--- src/rtl/bcd_convert_ctrl_if.sv ---
// Handshake bundle between a binary source and the BCD conversion controller:
// start/bin_in request, busy/done status, and five registered BCD digits.
interface bcd_convert_ctrl_if #(
  parameter int WIDTH = 16
);
  logic             start;
  logic [WIDTH-1:0] bin_in;
  logic             busy;
  logic             done;
  logic [3:0]       BCD0;
  logic [3:0]       BCD1;
  logic [3:0]       BCD2;
  logic [3:0]       BCD3;
  logic [3:0]       BCD4;

  modport master (
    output start, bin_in,
    input  busy, done, BCD0, BCD1, BCD2, BCD3, BCD4
  );

  modport slave (
    input  start, bin_in,
    output busy, done, BCD0, BCD1, BCD2, BCD3, BCD4
  );
endinterface

--- src/rtl/bcd_convert_ctrl.sv ---
// Sequential binary-to-BCD converter (shift-add-3, one bit per clock) with a
// start/busy/done handshake and five held BCD output digits.
module bcd_convert_ctrl #(
  parameter int WIDTH = 16
) (
  input  logic               CLOCK_50,
  input  logic               reset,
  bcd_convert_ctrl_if.slave  bus
);

  typedef enum logic [1:0] {
    ST_IDLE  = 2'd0,
    ST_SHIFT = 2'd1,
    ST_DONE  = 2'd2
  } state_e;

  state_e               state_q, state_d;
  logic [WIDTH-1:0]     shift_q, shift_d;
  logic [19:0]          scratch_q, scratch_d;
  logic [4:0]           bitcnt_q, bitcnt_d;
  logic [19:0]          bcd_q, bcd_d;
  logic                 busy_q, busy_d;
  logic                 done_q, done_d;

  logic [19:0]          scratch_adj_s;
  logic [WIDTH+19:0]    shifted_s;

  // Nibble >= 5 gets +3; operand is at most 9 so the sum never leaves the nibble.
  function automatic logic [3:0] add3(input logic [3:0] nib);
    logic [3:0] res;
    if (nib >= 4'd5) begin
      res = nib + 4'd3;
    end else begin
      res = nib;
    end
    return res;
  endfunction

  // Parallel add-3 correction followed by the combined one-bit left shift.
  always_comb begin
    scratch_adj_s = 20'd0;
    for (int i = 0; i < 5; i++) begin
      scratch_adj_s[4*i +: 4] = add3(scratch_q[4*i +: 4]);
    end
    shifted_s = {scratch_adj_s, shift_q} << 5'd1;
  end

  // Next-state and datapath update for the IDLE/SHIFT/DONE sequence.
  always_comb begin
    state_d   = state_q;
    shift_d   = shift_q;
    scratch_d = scratch_q;
    bitcnt_d  = bitcnt_q;
    bcd_d     = bcd_q;
    busy_d    = 1'b0;
    done_d    = 1'b0;
    case (state_q)
      ST_IDLE: begin
        if (bus.start) begin
          shift_d   = bus.bin_in;
          scratch_d = 20'd0;
          bitcnt_d  = 5'(WIDTH);
          busy_d    = 1'b1;
          state_d   = ST_SHIFT;
        end else begin
          state_d   = ST_IDLE;
        end
      end
      ST_SHIFT: begin
        busy_d    = 1'b1;
        scratch_d = shifted_s[WIDTH+19:WIDTH];
        shift_d   = shifted_s[WIDTH-1:0];
        bitcnt_d  = bitcnt_q - 5'd1;
        if (bitcnt_q == 5'd1) begin
          state_d = ST_DONE;
        end else begin
          state_d = ST_SHIFT;
        end
      end
      ST_DONE: begin
        // Digits only ever change here, so the display never sees partial sums.
        bcd_d   = scratch_q;
        done_d  = 1'b1;
        busy_d  = 1'b0;
        state_d = ST_IDLE;
      end
      default: begin
        state_d = ST_IDLE;
      end
    endcase
  end

  // State and output registers; reset aborts any conversion in flight.
  always_ff @(posedge CLOCK_50) begin
    if (reset) begin
      state_q   <= ST_IDLE;
      shift_q   <= '0;
      scratch_q <= 20'd0;
      bitcnt_q  <= 5'd0;
      bcd_q     <= 20'd0;
      busy_q    <= 1'b0;
      done_q    <= 1'b0;
    end else begin
      state_q   <= state_d;
      shift_q   <= shift_d;
      scratch_q <= scratch_d;
      bitcnt_q  <= bitcnt_d;
      bcd_q     <= bcd_d;
      busy_q    <= busy_d;
      done_q    <= done_d;
    end
  end

  assign bus.busy = busy_q;
  assign bus.done = done_q;
  assign bus.BCD0 = bcd_q[3:0];
  assign bus.BCD1 = bcd_q[7:4];
  assign bus.BCD2 = bcd_q[11:8];
  assign bus.BCD3 = bcd_q[15:12];
  assign bus.BCD4 = bcd_q[19:16];

endmodule

--- src/flat_wrapper.sv ---
// flat-port wrapper written by rule: the top's interface ports become plain ports
module bcd_convert_ctrl_flat 
#(
  parameter int WIDTH = 16
)
  (CLOCK_50, reset, bus_start, bus_bin_in, bus_busy, bus_done, bus_BCD0, bus_BCD1, bus_BCD2, bus_BCD3, bus_BCD4);
  bcd_convert_ctrl_if #(.WIDTH(WIDTH)) bus_i ();
  input  logic CLOCK_50;
  input  logic reset;
  input wire logic [$bits(bus_i.start)-1:0] bus_start;
  input wire logic [$bits(bus_i.bin_in)-1:0] bus_bin_in;
  output wire logic [$bits(bus_i.busy)-1:0] bus_busy;
  output wire logic [$bits(bus_i.done)-1:0] bus_done;
  output wire logic [$bits(bus_i.BCD0)-1:0] bus_BCD0;
  output wire logic [$bits(bus_i.BCD1)-1:0] bus_BCD1;
  output wire logic [$bits(bus_i.BCD2)-1:0] bus_BCD2;
  output wire logic [$bits(bus_i.BCD3)-1:0] bus_BCD3;
  output wire logic [$bits(bus_i.BCD4)-1:0] bus_BCD4;
  assign bus_i.start = bus_start;
  assign bus_i.bin_in = bus_bin_in;
  assign bus_busy = bus_i.busy;
  assign bus_done = bus_i.done;
  assign bus_BCD0 = bus_i.BCD0;
  assign bus_BCD1 = bus_i.BCD1;
  assign bus_BCD2 = bus_i.BCD2;
  assign bus_BCD3 = bus_i.BCD3;
  assign bus_BCD4 = bus_i.BCD4;
  bcd_convert_ctrl #(.WIDTH(WIDTH)) u_core (.CLOCK_50(CLOCK_50), .reset(reset), .bus(bus_i));
endmodule
--- config.mk ---
export PLATFORM = sky130hd
export DESIGN_NAME = bcd_convert_ctrl_flat
export DESIGN_NICKNAME = d
export VERILOG_FILES = /design/src/rtl/bcd_convert_ctrl_if.sv /design/src/rtl/bcd_convert_ctrl.sv /design/src/flat_wrapper.sv
export SDC_FILE = /design/constraint.sdc
export NUM_CORES = 1
export LEC_CHECK = 0
export ABC_AREA = 1
export CAP_MARGIN = 20
export CORE_MARGIN = 2
export CORE_UTILIZATION = 58
export CTS_CLUSTER_DIAMETER = 80
export DETAILED_ROUTE_END_ITERATION = 16
export PLACE_DENSITY = 0.84
export REMOVE_ABC_BUFFERS = 1
export SETUP_SLACK_MARGIN = 0.02
export SLEW_MARGIN = 0
export SYNTH_ARGS = -nofsm -noshare
export SYNTH_HDL_FRONTEND = slang
export SYNTH_SLANG_ARGS = --single-unit
--- constraint.sdc ---
create_clock -name CLOCK_50 -period 1.9 [get_ports CLOCK_50]
set_input_delay 0.38 -clock CLOCK_50 [delete_from_list [all_inputs] [get_ports CLOCK_50]]
set_output_delay 0.38 -clock CLOCK_50 [all_outputs]
set_load 0.02 [all_outputs]
* After elaboration in Yosys (flattened, before gate mapping)
Index checks and enable logic that the tools add are counted.
Word-level totals: bits in registers 65, input bits 19, output and inout port bits 22, word-level logic and storage cells 42
Cells by class: add/subtract/negate cells 6, order comparisons 5, equal/unequal tests 4, multiplexer cells 17, reduce and logical (&&, ||, !) cells 3
Operators with widths (number):
- $pmux 20 s2 | 1
- $pmux 16 s2 | 1
- $ge 4x3->1 const B | 5
- $mux 20 | 1
- $add 4x2->4 const B | 4
- $mux 16 | 1
- $mux 4 | 4
- $pmux 5 s2 | 1
- $eq 5x1->1 const B | 1
- $mux 5 | 1
- $sub 5x1->5 const B | 1
- $pmux 2 s2 | 1
- $add 3x2->3 const B | 1
- $mux 1 | 3
- $mux 3 | 1
- $eq 2x1->1 const B | 1
- $eq 2x2->1 const B | 1
- $logic_not 2->1 | 1
- $mux 2 | 1
- $ne 2x2->1 const B | 1
- $pmux 1 s2 | 1
- $reduce_and 2->1 | 1
- $reduce_bool 2->1 | 1

* Logic depth before layout (Yosys ltp)
word-level depth 3, depth in mapped cells 9, gate-level depth less buffers 9

* Least setup slack after synthesis
Ideal clock, no wire load.
kind register -> register, start point reg u_core.scratch_q[0], end point reg u_core.scratch_q[4], setup time 0.065 ns, arrival 1.109 ns, data required time 1.835 ns, setup slack 0.726 ns, cell stages (with the launch flop) 10, buffers on the path 0, period minus slack after synthesis 1.174 ns, path through dfxtp_1 > inv_1 > ha_1 > inv_1 > nand2_1 > nand3_1 > nand2_1 > nor2_1 > nor2_1 > nor2_1
Between the ends: word-level cells in the longest chain between the ends 3, elaborated cells on any way between the ends 4, those cells by class add/sub (1); order compare (1); mux (2)
RTL lines:
- start, declared | RTL line bcd_convert_ctrl.sv:19 | logic [19:0] scratch_q, scratch_d;
- start signal, assigned | RTL line bcd_convert_ctrl.sv:106 | scratch_q <= scratch_d;
- $add 4x2->4 / $ge 4x3->1 (equally long branches) | RTL line bcd_convert_ctrl.sv:32, bcd_convert_ctrl.sv:31
- $mux 4 (*) | RTL line bcd_convert_ctrl.sv:31 | if (nib >= 4'd5) begin
- $pmux 20 s2 (*) | RTL line bcd_convert_ctrl.sv:57 | case (state_q)
Every way passes the cells marked *; elsewhere a longest branch is shown, timed or not. A chain may end at the register's enable or synchronous reset.

* Final worst setup path
start point reg u_core.bcd_q[8], end point out bus_BCD2[0]
RTL lines:
- start, declared | RTL line bcd_convert_ctrl.sv:21 | logic [19:0] bcd_q, bcd_d;
- start signal, assigned | RTL line bcd_convert_ctrl.sv:100 | bcd_q <= 20'd0;
- start signal, assigned | RTL line bcd_convert_ctrl.sv:108 | bcd_q <= bcd_d;
- end, declared | RTL line flat_wrapper.sv:16 | output wire logic [$bits(bus_i.BCD2)-1:0] bus_BCD2;
No word-level cell between the ends.

==> flow_results.org <==
** Outcome
- Outcome :: complete, no violations

** Worst setup path
- The worst setup path is captured at a primary output.
- On the critical path, the stage with the largest delay is an instance of clkdlybuf4s50_1.
- Data on the critical path arrives at its endpoint at 1.28 ns.
- Cell Chain, Critical Path :: clkdlybuf4s50_1
- The setup path with the least slack is of type flip-flop to primary output.
- The worst setup path is launched from a flip-flop.
- Critical path's top delay family :: buffers and inverters
- Delay of the slowest cell on the worst path :: 0.60 ns
- The number of buffers and inverters on the critical path is 1.
- STA puts the critical path data required time at 1.52 ns.
- Of all nets on the critical path, the largest fanout is 2.

** Route
- After the first detailed-routing iteration, the DRC count stood at 183.
- For this run, design rule violations remaining after detail routing come to 0.
- Dividing the detail-routed wire length by the instance count gives 12.4 µm.
- Total wire length :: 6480 µm
- Detailed-route via count :: 2,773
- Via/cell ratio :: 5.31
- The detail route stage leaves a number of antenna-violating nets equal to 0.
- The first detailed-routing pass took 4 iterations.

** STA
- Share of the cycle needed by the critical path after routing :: 87.4%
- Max-slew headroom :: 63.3%
- Setup violations remaining at the end of the flow were counted as 0.
- Timing would allow up to 603 MHz.
- The max-slew violation count came to 0.
- TNS Setup :: 0 ns
- Count of endpoints failing hold in the final timing report :: 0
- Clock period minus worst slack :: 1.66 ns
- RSZ-0062 raised after global routing :: no
- Final hold analysis gives a worst-case slack of 0.467 ns.
- Transition time at the pin with the least slew margin :: 0.550 ns
- The clock arrives with 0.00384 ns of skew.

** CTS
- The clock net in this run drives a total of 65 sinks.
- Number of buffers added by the clock tree synthesis step :: 9
- Number of levels the H-tree was split into :: 3
- TritonCTS clock tree :: yes
- Clock-pin transition on the worst setup and hold timing paths :: 0.07 ns
- CTS Hold Bufs :: 0
- Number of buffers on the longest clock path :: 2
- Once the clock tree was built, the resizer swapped 0 gates to a different size.
- Clk Latency, worst-skew pair :: 0.34 ns
- Number of buffers inserted by post-CTS setup repair :: 0
- Clock root buffer :: clkbuf_8

** Floorplan
- Once the floorplan was initialized, standard cells occupied 59.2% of the core.
- The die is 75.5 µm wide.
- The die is 75.5 µm tall.
- Number of top-level pins :: 41
- After floorplanning, the core was divided into 26 placement rows.
- The die covers 0.00570 mm².
- Core outline area :: 0.00501 mm²

** Synth
- Post-Syn Area :: 0.00297 mm²
- After technology mapping, the gate count stands at 406.
- Number of warning messages in the yosys log :: 0
- Distinct cell type count after synthesis :: 20
- After synthesis, the mean cell area works out to 7.30 µm².
- Sequential elements use 43.9% of the synthesized area.
- In this run, synthesis produced a sequential element count of 65.

** Cells and area
- Once layout is complete, the utilization of the core stands at 71.8%.
- At the end of the flow, the number of nets in the layout was 478.
- Fill cells in the final layout number 441.
- In the final layout, the share of cells above drive strength 1 is 7.30%.
- Synth-to-layout area growth :: 21.4%
- The repair_antennas step left the layout with diodes totalling 0.

** Place
- Port buffering added 40 buffers.
- The HPWL after detailed placement is 4290 µm.
- Weighted congestion at the end of routability-driven global placement :: 0.865

** Hold path
- The min-delay analysis places its worst path in the category flip-flop to flip-flop.

** GRT
- Wire length of the first global-routing pass :: 10,600 µm
- Vias in the first global route :: 2,537
- Antenna violations before repair :: 0
- Pin count of the biggest net entering global routing :: 40
- Summed over all layers, the global routing overflow is 0.
- Total GRT Usage :: 24.4%

** Pwr
- Power density over cell area :: 797 mW/mm²
- In this run the static leakage power is 1.48 nW.
- IR analysis of the VDD net gives a maximum drop of 0.681 mV.

** Job
- Max-Cap Viols :: 0
-- cells in the mapped netlist --
| library cell | count | area [µm²] |
|---|---|---|
| nor2_1 | 30 | 113 |
| o21ai_0 | 36 | 180 |
| buf_6 | 4 | 45.0 |
| nand4_1 | 10 | 62.6 |
| a22oi_1 | 4 | 30.0 |
| nand2_4 | 1 | 11.3 |
| nand2_1 | 87 | 327 |
| nor2_2 | 1 | 6.26 |
| buf_2 | 3 | 15.0 |
| buf_4 | 6 | 45.0 |
| inv_2 | 4 | 15.0 |
| dfxtp_1 | 65 | 1300 |
| nand3_1 | 31 | 155 |
| a21oi_1 | 55 | 275 |
| ha_1 | 12 | 150 |
| inv_1 | 44 | 165 |
| nor3_1 | 1 | 5.00 |
| clkbuf_1 | 6 | 22.5 |
| nand2_2 | 3 | 18.8 |
| o211ai_1 | 3 | 22.5 |
-- through the flow --
| step | power, W | std cells | area (µm²) | setup slack [ns] |
|---|---|---|---|---|
| 2_1_floorplan | 0.00162 | 387 | 2840 | 0.673 |
| 3_3_place_gp | 0.00176 | 506 | 3410 | 0.286 |
| 3_5_place_dp | 0.00177 | 506 | 3410 | 0.261 |
| 4_1_cts | 0.00288 | 522 | 3600 | 0.232 |
| 5_1_grt | 0.00297 | 522 | 3600 | 0.172 |
| 6_report | 0.00287 | 522 | 3600 | 0.240 |
-- power breakdown --
part | internal (W) | switching (W)
sequential | 0.00141 | 0.0000267
combinational | 0.000126 | 0.000183
clock | 0.000613 | 0.000509
total | 0.00215 | 0.000718
-- cells by family after synthesis --
group | after synthesis | share of synthesized area [%]
adders and majority gates | 12 | 5.06
buffers and inverters | 67 | 10.4
DFF | 65 | 43.9
AOI/OAI and AO/OA | 98 | 17.1
and+or+nand+nor | 164 | 23.5
-- final timing paths --
path	start	to	slack, ns	cells past startpoint
setup reg to reg	u_core.state_q[0]	u_core.scratch_q[12]	0.49	7
hold reg to reg	u_core.shift_q[13]	u_core.shift_q[13]	0.47	2
setup / recovery	u_core.bcd_q[8]	bus_BCD2[0]	0.24	1
hold / removal	u_core.shift_q[13]	u_core.shift_q[13]	0.47	2
-- flip-flops by register name (all words and copies together), names as in the netlist --
register / cells
u_core.bus.done: 1
u_core.bus.busy: 1
u_core.bitcnt_q: 5
u_core.state_q: 2
u_core.bcd_q: 20
u_core.scratch_q: 20
u_core.shift_q: 16
-- metal layers --
metal / up-vias / part of all wire [%] / GRT usage, %
met5: - / 0 / 0
met4: 0 / 1.8 / 12.1
met3: 10 / 4.9 / 6.08
met2: 77 / 48 / 40.4
met1: 1276 / 46 / 29.5
li1: 1410 / - / -
-- final cells by class --
cell class / count / area [µm²] / area share (%)
clock buffers: 14 / 183 / 5.08
flip-flops and latches: 65 / 1300 / 36.2
multi-input cells: 274 / 1360 / 37.7
inverters: 48 / 180 / 5.01
well taps: 70 / 87.6 / 2.43
clock inverters: 2 / 10.0 / 0.278
repair buffers: 49 / 480 / 13.4
-- cell usage in the layout, fill, tap and decap left out, drive strengths merged --
cell and n:
a21oi 55, a22oi 4, buf 9, clkbuf 14, clkdlybuf4s50 40, clkinv 2
dfxtp 65, ha 12, inv 48, nand2 91, nand3 31, nand4 10
nor2 31, nor3 1, o211ai 3, o21ai 36
No activity file was read; power rests on OpenSTA's default activity.
